[src/rtl/alu.sv]
// 16-bit ALU: combinational add/sub/mul/bitwise plus an 18-cycle restoring divider.
// Define ALU_REG_OUT_EN to register the arithmetic/bitwise outputs (one-cycle latency).
module alu (
  input  logic        CLK,
  input  logic        RST,
  input  logic [15:0] A,
  input  logic [15:0] B,
  input  logic        AVALID,
  input  logic        BVALID,
  output logic [31:0] Q,
  output logic        QVALID,
  output logic [15:0] S,
  output logic [15:0] D,
  output logic [15:0] P,
  output logic [15:0] AND_OUT,
  output logic [15:0] OR_OUT,
  output logic [15:0] XOR_OUT
);

  typedef enum logic [1:0] {IDLE, RUN, DONE} state_t;

  state_t      state, state_next;
  logic [15:0] dividend, divisor, rem;
  logic [4:0]  iter;
  logic        start, last, sub_ok;
  logic [16:0] shifted;
  logic [15:0] trial;

  logic [15:0] sum_c, diff_c, prod_c, and_c, or_c, xor_c;

  // The exit edge of DONE counts as the first IDLE edge, so held valids restart
  // immediately and results repeat every 18 cycles.
  assign start   = ((state == IDLE) || (state == DONE)) && AVALID && BVALID;
  assign last    = (iter == 5'd16);
  assign shifted = {rem, dividend[15]};
  assign sub_ok  = (shifted >= {1'b0, divisor});
  assign trial   = shifted[15:0] - divisor;

  always_comb begin
    state_next = state;
    case (state)
      IDLE:    if (start) state_next = RUN;
      RUN:     if (last) state_next = DONE;
      DONE:    state_next = start ? RUN : IDLE;
      default: state_next = IDLE;
    endcase
  end

  always_ff @(posedge CLK) begin
    if (RST) state <= IDLE;
    else     state <= state_next;
  end

  // The dividend register shifts left as quotient bits enter at the bottom.
  always_ff @(posedge CLK) begin
    if (RST) begin
      Q        <= 32'd0;
      QVALID   <= 1'b0;
      dividend <= 16'd0;
      divisor  <= 16'd0;
      rem      <= 16'd0;
      iter     <= 5'd0;
    end else begin
      QVALID <= 1'b0;
      if (start) begin
        dividend <= A;
        divisor  <= B;
        rem      <= 16'd0;
        iter     <= 5'd0;
      end else if (state == RUN) begin
        if (last) begin
          Q      <= {dividend, rem};
          QVALID <= 1'b1;
        end else begin
          iter <= iter + 5'd1;
          if (sub_ok) begin
            rem      <= trial;
            dividend <= {dividend[14:0], 1'b1};
          end else begin
            rem      <= shifted[15:0];
            dividend <= {dividend[14:0], 1'b0};
          end
        end
      end
    end
  end

  assign sum_c  = A + B;
  assign diff_c = A - B;
  assign prod_c = A * B;
  assign and_c  = A & B;
  assign or_c   = A | B;
  assign xor_c  = A ^ B;

`ifdef ALU_REG_OUT_EN
  always_ff @(posedge CLK) begin
    if (RST) begin
      S       <= 16'd0;
      D       <= 16'd0;
      P       <= 16'd0;
      AND_OUT <= 16'd0;
      OR_OUT  <= 16'd0;
      XOR_OUT <= 16'd0;
    end else begin
      S       <= sum_c;
      D       <= diff_c;
      P       <= prod_c;
      AND_OUT <= and_c;
      OR_OUT  <= or_c;
      XOR_OUT <= xor_c;
    end
  end
`else
  assign S       = sum_c;
  assign D       = diff_c;
  assign P       = prod_c;
  assign AND_OUT = and_c;
  assign OR_OUT  = or_c;
  assign XOR_OUT = xor_c;
`endif

endmodule

[config.mk]
export PLATFORM = sky130hd
export DESIGN_NAME = alu
export DESIGN_NICKNAME = d
export VERILOG_FILES = /design/src/rtl/alu.sv
export SDC_FILE = /design/constraint.sdc
export NUM_CORES = 1
export LEC_CHECK = 0
export ABC_AREA = 1
export ABC_CLOCK_PERIOD_IN_PS = 7000
export BUFFER_PORTS_ARGS = -buffer_cell sky130_fd_sc_hd__buf_2
export CORE_ASPECT_RATIO = 1.5
export CORE_MARGIN = 2
export CORE_UTILIZATION = 36
export CTS_CLUSTER_DIAMETER = 30
export CTS_CLUSTER_SIZE = 16
export DETAILED_ROUTE_END_ITERATION = 7
export SLEW_MARGIN = 20
export SYNTH_ARGS = -nofsm -noshare
export SYNTH_HDL_FRONTEND = slang
export SYNTH_SLANG_ARGS = --single-unit
[constraint.sdc]
create_clock -name CLK -period 7 [get_ports CLK]
set_input_delay 1.4 -clock CLK [delete_from_list [all_inputs] [get_ports CLK]]
set_output_delay 1.4 -clock CLK [all_outputs]
set_load 0.01 [all_outputs]
==> results by group, run 1 <==
Placed design
  – Post-Place Cells: ~2100
  – Placed wire-length estimate after detailed placement: 29130 um
  – Number of input and output port buffers inserted: between 150 and 200
  – Last weighted congestion value of the routability-driven placer: around 0.93

Clock network
  – Clk Tree Root Cell: clkbuf_16
  – Clock buffer count from CTS: 9
  – Clock transition at the registers of the reported paths: about 70 ps
  – TritonCTS clock tree: done
  – Number of hold buffers added after CTS: 0
  – Sinks on the clock net: 88
  – Max clock buf depth: 2
  – Count of H-tree levels built during CTS: 3
  – Clk Latency, worst-skew pair: between 300 and 400 ps

Die
  – Die footprint: 30920 um2
  – Initial Util: 36.26%
  – Core area: 29290 um2
  – Number of core rows: slightly below 80
  – Number of top-level design ports: between 150 and 200
  – Die height: about 210 um
  – Floorplan die width: between 100 and 150 um

Route
  – Via-to-Cell Ratio: roughly 4.8
  – Drt wl/cell: between 15 and 20 um
  – Count of antenna-violating nets left after detailed routing: 0
  – Aggregate routed wire length: ~35000 um
  – Remaining routing DRC violations: 0
  – Vias: around 11000
  – 1st-pass router iterations: 5
  – Detailed router's first-iteration violation count: a little under 600

Layout
  – Final Instance Count excl. Fillers: between 2000 and 2500
  – FILL cells: between 3000 and 4000
  – Layout cell share with drive strength beyond 1: between 20% and 30%
  – Area growth, synth to finish: 27.24%
  – Net total in the final layout: 2005

Global route
  – Pin count of the biggest net entering global routing: 54
  – Total global-route track usage: a little under a quarter
  – Number of global-route vias before repair: roughly 10000
  – Wire length of the first global-routing pass: 54640 um
  – GR Overflow Total: 0
  – Initial antenna violation count: 2

Synth
  – Post-Syn Nets: roughly 1800
  – Mean area per synthesized cell: approximately 6.8 um2
  – Synthesized instance count: around 1600
  – Number of enable-type register cells in the synthesized netlist: 0
  – Ys async rst share: 0%
  – Post-synthesis cell type count: between 40 and 50
  – Post-Synthesis Cell Area: between 10000 and 15000 um2
  – Proportion of synthesized chip area in sequential cells: 16.59%
  – Number of storage elements in the synthesis netlist: between 80 and 90
  – Yosys warns: 0
  – Commonest register cell after synthesis: dfxtp_1

Worst setup path
  – Required time at the endpoint of the critical path: between 5000 and 6000 ps
  – Critical Path Source Type: input pin
  – Cell breakdown of the critical path: buf_8 > buf_6 > buf_6 > buf_6 > nand2_2 > fa_1 > fa_2 > fa_2 > inv_2 > ha_4 > fa_1 > inv_1 > fa_1 > inv_2 > ha_4 > nand2_4 > nor3_4 > nand2_1 > nand2_2 > nand2_1 > nand2_1 > a21oi_2 > xor2_1 > buf_2
  – Longest individual stage delay on the worst path: about 580 ps
  – Kind of capture point of the worst setup path: output port
  – Type of the worst setup path: in2out
  – Worst Path Arrival: around 6000 ps
  – Slowest stage cell, crit path: fa_2
  – Top fanout value on the critical path: 5

Timing
  – Number of endpoints with negative hold slack in the final report: 0
  – Final setup violating endpoints: 6
  – Unrepaired setup endpoints after global routing: yes
  – Minimum hold slack: approximately 460 ps
  – Worst Clk Skew: 9.828 ps
  – Upper clock frequency limit: 0.1354 GHz
  – Final WS setup: -386.8 ps
  – Rel. slew slack: between 30 and 40%
  – Post-layout min period: 7387 ps
  – Slew Limit Fails: 0
  – Actual transition at the worst max-transition pin: between 900 and 1000 ps
  – Period utilisation layout: 105.5%

Run status
  – Violations in the final reports: negative setup slack
  – Result of the run: finished with violations

Pwr
  – Total leakage power: roughly 7.3 nW
  – Peak supply drop: around 0.0009 V
  – Power density cells: 357.6 nW/um2

Run
  – Max Cap Violations: 0

Min path
  – Class of the tightest hold or removal check: reg2reg
-- cells in the mapped netlist, types with 2 or more instances --
cell	number	share of area (%)
o21a_1	2	0.14
nor2_2	4	0.24
nand2_1	400	14
a21oi_2	3	0.25
ha_1	114	13
nand3_1	94	4.4
nor2_1	42	1.5
nand3b_1	20	1.4
a31oi_1	9	0.53
nand2_4	3	0.32
a21o_1	2	0.14
o31ai_1	4	0.28
buf_1	3	0.11
dfxtp_1	88	17
inv_2	2	0.071
o2111ai_1	2	0.16
clkbuf_1	39	1.4
a22oi_1	8	0.57
xnor2_1	8	0.66
a21oi_1	119	5.6
or2_2	2	0.12
nor4_1	2	0.12
nor3_1	10	0.47
fa_1	83	16
buf_4	4	0.28
nand4_1	9	0.53
buf_6	5	0.53
nand2_2	10	0.59
a21boi_0	2	0.14
buf_2	18	0.85
xor2_1	41	3.4
o21ai_0	37	1.7
inv_1	345	12
o21bai_1	4	0.28
-- worst paths after layout --
path	from	slack, ps	to	depth (start not counted)
worst max register to register	state[0]	4140	iter[4]	10
worst max-delay path	A[7]	-390	P[13]	24
worst min register to register	Q[15]	460	Q[15]	2
worst min-delay path	Q[15]	460	Q[15]	2
-- final cells by class --
| class | instances | area [um2] | share of cell area [%] |
|---|---|---|---|
| multi-input combinational | 1045 | 7669 | 56.76 |
| timing repair buffer | 280 | 1934 | 14.32 |
| sequential | 88 | 1762 | 13.04 |
| inverter | 348 | 1306 | 9.668 |
| tap | 395 | 494.2 | 3.658 |
| clock buffer | 9 | 225.2 | 1.667 |
| clock inverter | 6 | 116.4 | 0.8612 |
| antenna | 2 | 5.005 | 0.03704 |
-- placed cells by master (no fill, tap or decap), types with 6 or more instances in the layout --
cell type and count:
clkbuf_16 9, o21ai_0 35, ha_1 92, xor2_1 40, nand2_2 26, fa_2 6, dfxtp_1 88, a21oi_1 113
inv_2 36, buf_4 88, nand2_4 9, a22oi_1 8, nand3b_1 20, ha_4 18, buf_8 6, nand2_1 378
nor2_1 39, xnor2_1 8, a31oi_1 9, nor2_2 6, buf_2 147, nand4_1 9, buf_6 38, nand3_1 90
nor3_1 9, fa_1 77, inv_1 311, a21oi_2 6
-- what timing repair did --
| item | 4_1_cts | 5_1_grt |
|---|---|---|
| endpoints found under the setup margin | 8 | 8 |
| endpoints found under the hold margin | 0 | 0 |
| setup buffers | 13 | 12 |
| gates resized for setup | 76 | 89 |
| pin swaps | 53 | 38 |
-- metrics by stage --
| step | cell area (um2) | utilization [%] | worst slack (ps) | power [W] | TNS (ps) |
|---|---|---|---|---|---|
| 2_1_floorplan | 10840 | - | -7.802 | 0.002758 | -7.802 |
| 6_report | 13510 | 46.13 | -386.8 | 0.004831 | -1811 |
| 3_3_place_gp | 12480 | 42.62 | -579.0 | 0.003769 | -2823 |
| 5_1_grt | 13510 | 46.13 | -581.0 | 0.005276 | -2919 |
| 3_5_place_dp | 12490 | 42.63 | -587.3 | 0.003795 | -2997 |
| 4_1_cts | 13150 | 44.90 | -387.1 | 0.004638 | -1973 |
-- critical path, delay by kind of cell --
family | cells | cell delay [ps]
and+or+nand+nor | 7 | 620
adders and majority gates | 7 | 3030
buffers and inverters | 8 | 730
xor gates and xnor gates | 1 | 130
AOI/OAI and AO/OA | 1 | 50
-- kinds of logic (layout without fill, tap and decap cells) --
| kind of cell | after synthesis | in the layout | synth area share (%) |
|---|---|---|---|
| buffers and inverters | 418 | 643 | 15.49 |
| adder cells (fa/ha/maj) | 197 | 197 | 29.08 |
| AO/OA/AOI/OAI | 200 | 200 | 10.59 |
| flip-flops | 88 | 88 | 16.59 |
| other | 0 | 2 | 0 |
| AND/OR/NAND/NOR | 599 | 599 | 24.20 |
| XOR/XNOR | 49 | 49 | 4.041 |
-- flip-flops by register name, indices dropped and copies added, names as in the netlist --
name,cells
dividend,16
QVALID,1
Q,32
divisor,16
rem,16
state,2
iter,5
-- power breakdown --
part	leakage (nW)	switching (W)	total [W]	internal [W]
Combinational	6.41	0.00204	0.00373	0.00169
Clock	0.160	0.000209	0.000559	0.000350
Sequential	0.714	0.0000205	0.000542	0.000521
-- layer usage --
metal / track usage [%] / vias up / part of all wire, %
li1: - / 5198 / -
met1: 24.66 / 4943 / 37
met2: 43.98 / 289 / 55
met3: 1.675 / 70 / 3.1
met4: 9.612 / 0 / 4.8
met5: 0 / - / 0
Note: power is estimated with default switching activity, not from simulation.
==> inputs of run 2 (changes only) <==
--- a/config.mk
+++ b/config.mk
@@ -14,4 +14,5 @@
 export CTS_CLUSTER_DIAMETER = 30
-export CTS_CLUSTER_SIZE = 16
+export CTS_CLUSTER_SIZE = 24
 export DETAILED_ROUTE_END_ITERATION = 7
+export MAX_ROUTING_LAYER = met4
 export SLEW_MARGIN = 20
==> constraint.sdc (replaced) <==
create_clock -name CLK -period 7 [get_ports CLK]
set_input_delay 0.7 -clock CLK [delete_from_list [all_inputs] [get_ports CLK]]
set_output_delay 0.7 -clock CLK [all_outputs]
set_load 0.01 [all_outputs]
==> run 2 against run 1 <==
Against the previous run:
- the flow now finishes without violations
- total power shrank 24%
- global-route usage fell by 0.48 points
- count of clock-buffer cells in the layout increased by 1
- clock power down 10%
- flip-flop and latch count unchanged
- die area stayed put
- final cell count down 4.8%
- design area down 11%
- maximum frequency is 12% higher
- non-clock buffer count is 105 lower
- worst hold slack better by 2.6 ps
- sequential share of layout area grew 1.7 points
==> results by group, run 2 (same netlist as run 1, synthesis figures left out) <==
Timing
  – Unrepaired setup endpoints after global routing: no
  – Rel. slew slack: 36.33%
  – Actual transition at the worst max-transition pin: roughly 950 ps
  – Minimum hold slack: between 400 and 500 ps
  – Post-layout min period: ~6600 ps
  – Period utilisation layout: 94.03%
  – Upper clock frequency limit: 0.1519 GHz
  – Number of endpoints with negative hold slack in the final report: 0
  – Final setup violating endpoints: 0
  – Setup_tns: 0 ps
  – Worst Clk Skew: between 8 and 9 ps
  – Slew Limit Fails: 0

Route
  – Detailed router's first-iteration violation count: 480
  – Via-to-Cell Ratio: roughly 4.9
  – Remaining routing DRC violations: 0
  – Aggregate routed wire length: about 32000 um
  – Vias: between 10000 and 15000
  – 1st-pass router iterations: 5
  – Count of antenna-violating nets left after detailed routing: 0
  – Drt wl/cell: 15.68 um

Die
  – Die footprint: 30920 um2
  – Die height: ~210 um
  – Number of top-level design ports: approximately 170
  – Number of core rows: 77
  – Core area: between 20000 and 30000 um2
  – Initial Util: 36.26%
  – Floorplan die width: 144.2 um

Clock network
  – Number of setup buffers added after CTS: 0
  – TritonCTS clock tree: done
  – Sinks on the clock net: 88
  – Clk Tree Root Cell: clkbuf_16
  – Clock transition at the registers of the reported paths: 60 ps
  – Clk Latency, worst-skew pair: 350 ps
  – PostCTS Resize Cnt: 0
  – Count of H-tree levels built during CTS: 3
  – Max clock buf depth: 2
  – Clock buffer count from CTS: 9
  – Number of hold buffers added after CTS: 0

Worst setup path
  – Worst Path Buf+Inv: 7
  – Critical path's top delay family: adder cells
  – Critical Path Source Type: input pin
  – Cell breakdown of the critical path: buf_2 > ha_1 > fa_1 > inv_1 > fa_1 > fa_1 > inv_1 > ha_1 > fa_1 > inv_1 > fa_1 > inv_1 > ha_1 > nand2_1 > inv_1 > a21oi_1 > nand2_1 > nand2_1 > nand2_1 > a21oi_1 > xor2_1 > buf_2
  – Longest individual stage delay on the worst path: approximately 550 ps
  – Worst Path Arrival: 5880 ps
  – Required time at the endpoint of the critical path: approximately 6300 ps
  – Slowest stage cell, crit path: fa_1
  – Top fanout value on the critical path: 14
  – Kind of capture point of the worst setup path: output port
  – Type of the worst setup path: in2out

Global route
  – Initial antenna violation count: 0
  – GR Overflow Total: 0
  – Pin count of the biggest net entering global routing: between 50 and 60
  – Met1 usage in global routing: 23.85%
  – Total global-route track usage: between 20% and 30%
  – Met3 Track Usage GR: 2.077%
  – GR peak layer: met2
  – Wire length of the first global-routing pass: between 50000 and 60000 um
  – Global Route met2 Usage: between 30% and 40%
  – Number of global-route vias before repair: 10263

Layout
  – Register name with the most flops: Q
  – Fraction of the core area covered by cells at the end of the flow: approximately two fifths
  – Most common cell after layout, fill and taps aside: nand2_1
  – Layout cell share with drive strength beyond 1: a little over an eighth
  – Net total in the final layout: 1900
  – Area growth, synth to finish: 12.88%
  – FILL cells: 3251
  – Commonest cells after routing, fill and taps aside: 399 x nand2_1, 345 x inv_1, 164 x buf_2
  – Flip-flop count of the largest register after layout: 32

Pwr
  – Total leakage power: approximately 6.7 nW
  – Proportion of total power due to net switching: 50.43%
  – Clock power share: 13.7%
  – Switching pwr: between 0.0015 and 0.002 W
  – Cell internal pwr: 0.001816 W
  – Power density cells: ~310 nW/um2
  – Part of the total power dissipated in sequential elements: about 15%
  – Peak supply drop: 0.0008293 V
  – Part of the power in combinational logic: between 70% and 80%

Placed design
  – Last weighted congestion value of the routability-driven placer: roughly 0.93
  – Placed wire-length estimate after detailed placement: 26700 um
  – Number of input and output port buffers inserted: between 150 and 200

Run
  – Max Cap Violations: 0

Run status
  – Result of the run: finished clean

Min path
  – Class of the tightest hold or removal check: reg2reg
==> run 2: stage by stage <==
step | setup slack, ps | cells | area [um2] | total power (W)
2_1_floorplan | 984.8 | 1551 | 10620 | 0.002433
5_1_grt | 117.9 | 2067 | 11980 | 0.004071
4_1_cts | 447.5 | 2067 | 11980 | 0.003709
6_report | 418.2 | 2068 | 11990 | 0.003663
3_3_place_gp | 497.9 | 2051 | 11680 | 0.003171
3_5_place_dp | 477.6 | 2051 | 11680 | 0.003176
==> run 2: worst paths after layout <==
check | start | to | slack [ps] | depth (start not counted)
setup / recovery | B[5] | P[13] | 420 | 22
hold / removal | Q[13] | Q[13] | 460 | 2
setup reg to reg | state[0] | iter[4] | 4200 | 10
hold reg to reg | Q[13] | Q[13] | 460 | 2
==> run 2: worst min-delay path, delay by kind of cell (launching register included) <==
kind	cells	cell delay, ps
flops	1	310
simple gates	1	60
compound gates	1	50
==> run 2: power groups by stage <==
stage | Clock, W | Combinational (W) | Sequential, W
after detailed placement | 0 | 0.00262 | 0.000552
after floorplan | 0 | 0.00189 | 0.000543
after global placement | 0 | 0.00262 | 0.000552
final | 0.000503 | 0.00262 | 0.000541
after CTS | 0.000512 | 0.00266 | 0.000541
after global routing | 0.000531 | 0.00300 | 0.000543
==> run 2: final cells by class <==
type / count / area (um2) / share of cell area (%)
Tap cell: 395 / 494.2 / 4.123
Antenna cell: 1 / 2.502 / 0.02088
Inverter: 348 / 1306 / 10.90
Multi-Input combinational cell: 1045 / 7214 / 60.19
Timing Repair Buffer: 175 / 903.4 / 7.537
Clock buffer: 10 / 229.0 / 1.910
Clock inverter: 6 / 75.07 / 0.6263
Sequential cell: 88 / 1762 / 14.70
==> run 2: layer usage <==
metal,vias up,part of all wire (%)
li1,4983,-
met5,-,0
met1,4759,37
met3,82,3.6
met4,0,5.8
met2,240,53
==> inputs of run 3 (changes only) <==
ABC_CLOCK_PERIOD_IN_PS = 8200   (was 7000)
MAX_ROUTING_LAYER = unset   (was met4)
clock period = 8.2 ns   (was 7 ns; I/O delays follow)
==> run 3 against run 2 <==
Against the previous run:
- critical path depth shrank 2
- register-to-register slack gained 1200 ps
- worst hold slack lost 0.55 ps
- sequential share of layout area grew 0.096 points
- utilization shrank 0.26 points
- via count is essentially flat
- count of clock-buffer cells in the layout shrank 1
- routed wire length grew 0.27%
- non-clock buffer count shrank 9
- global-route usage shrank 0.94 points
- die area is the same
==> results by group, run 3 (same netlist as run 1, synthesis figures left out) <==
Timing
  – Minimum hold slack: around 460 ps
  – Upper clock frequency limit: between 0.1 and 0.15 GHz
  – Rel. slew slack: 32.15%
  – Number of endpoints with negative hold slack in the final report: 0
  – Unrepaired setup endpoints after global routing: no
  – Slew Limit Fails: 0
  – Post-layout min period: between 6000 and 7000 ps
  – Setup_tns: 0 ps
  – Worst Clk Skew: ~12 ps
  – Final setup violating endpoints: 0
  – Period utilisation layout: a little over 80%
  – Actual transition at the worst max-transition pin: roughly 1000 ps

Worst setup path
  – R2R Path End: iter[4]
  – Kind of capture point of the worst setup path: output port
  – Reg2reg path depth: 10
  – Reg2Reg Setup Slack: between 5000 and 6000 ps
  – Required time at the endpoint of the critical path: 7380 ps
  – Critical Path Source Type: input pin
  – Type of the worst setup path: in2out
  – Critical Path Start: A[7]
  – Critical register-to-register path startpoint: state[0]
  – Worst Path Arrival: slightly below 6000 ps
  – Top fanout value on the critical path: 12

Layout
  – Area growth, synth to finish: 12.15%
  – Most common cell after layout, fill and taps aside: nand2_1
  – Commonest cells after routing, fill and taps aside: 399 x nand2_1, 345 x inv_1, 164 x buf_2
  – FILL cells: 3223
  – Net total in the final layout: 1891
  – Layout cell share with drive strength beyond 1: roughly 13%
  – Register name with the most flops: Q
  – Flip-flop count of the largest register after layout: 32
  – Final Instance Count excl. Fillers: around 2100

Route
  – Vias: ~10000
  – Drt wl/cell: approximately 16 um
  – Detailed router's first-iteration violation count: 520
  – 1st-pass router iterations: 5
  – Aggregate routed wire length: 32510 um
  – Count of antenna-violating nets left after detailed routing: 0
  – Remaining routing DRC violations: 0
  – Via-to-Cell Ratio: just under 5

Clock network
  – TritonCTS clock tree: done
  – Number of hold buffers added after CTS: 0
  – Number of setup buffers added after CTS: 0
  – Clk Tree Root Cell: clkbuf_16
  – Count of H-tree levels built during CTS: 3
  – Clk Latency, worst-skew pair: roughly 350 ps
  – Clock buffer count from CTS: 9
  – Clock transition at the registers of the reported paths: approximately 70 ps
  – PostCTS Resize Cnt: 0
  – Max clock buf depth: 2
  – Sinks on the clock net: about 90

Die
  – Die height: between 200 and 250 um
  – Number of core rows: between 70 and 80
  – Floorplan die width: around 140 um
  – Die footprint: between 30000 and 40000 um2
  – Number of top-level design ports: around 170
  – Initial Util: a little over a third
  – Core area: a little under 30000 um2

Placed design
  – Number of input and output port buffers inserted: around 160
  – Post-Place Cells: roughly 2000
  – Placed wire-length estimate after detailed placement: between 20000 and 30000 um
  – Last weighted congestion value of the routability-driven placer: ~0.94

Pwr
  – Power density cells: ~260 nW/um2
  – Total leakage power: between 6 and 7 nW
  – Peak supply drop: 0.0006831 V

Global route
  – Initial antenna violation count: 0
  – Pin count of the biggest net entering global routing: between 50 and 60
  – Total global-route track usage: between 20% and 30%
  – Number of global-route vias before repair: around 9900
  – Wire length of the first global-routing pass: about 52000 um
  – GR Overflow Total: 0

Min path
  – Hold path depth: 2
  – Hold path startpoint: Q[15]
  – Class of the tightest hold or removal check: reg2reg
  – Endpoint of the worst hold-timing path: Q[15]

Run status
  – Result of the run: finished clean

Run
  – Max Cap Violations: 0
[run 3: changes by cell type in the layout (fill, tap and decap cells not counted), sizes merged]
cell	before	now
buf	175	166
bufinv	1	0
clkbuf	10	9
clkinv	2	4
clkinvlp	1	0
inv	350	351
[run 3: cell type report]
type,count,area [um2],area share (%)
clock inverter,7,68.82,0.5779
timing repair buffer,166,835.8,7.018
multi-input combinational,1045,7214,60.58
clock buffer,9,225.2,1.891
sequential,88,1762,14.79
antenna,1,2.502,0.02101
tap,395,494.2,4.150
inverter,348,1306,10.97
[run 3: through the flow]
stage	setup slack, ps	instance area [um2]	utilization, %	total power, W
finish	1459	11910	40.66	0.003103
detailed placement	1419	11610	39.64	0.002697
floorplan	1945	10620	-	0.002077
global placement	1459	11610	39.64	0.002683
CTS	1402	11900	40.64	0.003134
global route	1139	11910	40.65	0.003438
[run 3: power by group]
part           switching, W  internal, W
clock network      0.000194     0.000214
registers         0.0000164     0.000445
logic               0.00138     0.000856
total               0.00159      0.00151
[run 3: worst max path at each step]
stage,cells after the start,end
floorplan,21,P[13]
global placement,20,P[15]
detailed placement,20,P[15]
CTS,20,P[15]
global route,21,P[15]
finish,20,P[15]
[run 3: critical path: stages]
cell and delay [ps]:
buf_2 290, ha_1 250, inv_1 90, fa_1 530
inv_1 50, fa_1 490, inv_1 50, fa_1 480
fa_1 520, fa_1 550, fa_1 560, inv_1 60
ha_1 330, a21oi_1 160, o21a_1 130, nand3_1 160
inv_1 90, nand3_1 70, nand2_1 90, buf_2 130
[run 3: metal layers]
layer,routed length (um),up-vias,GRT usage [%],part of all wire (%)
met3,1022,81,1.898,3.1
met4,1475,0,9.450,4.5
met2,17480,231,39.68,54
met5,0,-,0,0
met1,12530,4785,24.09,39
li1,-,4964,-,-
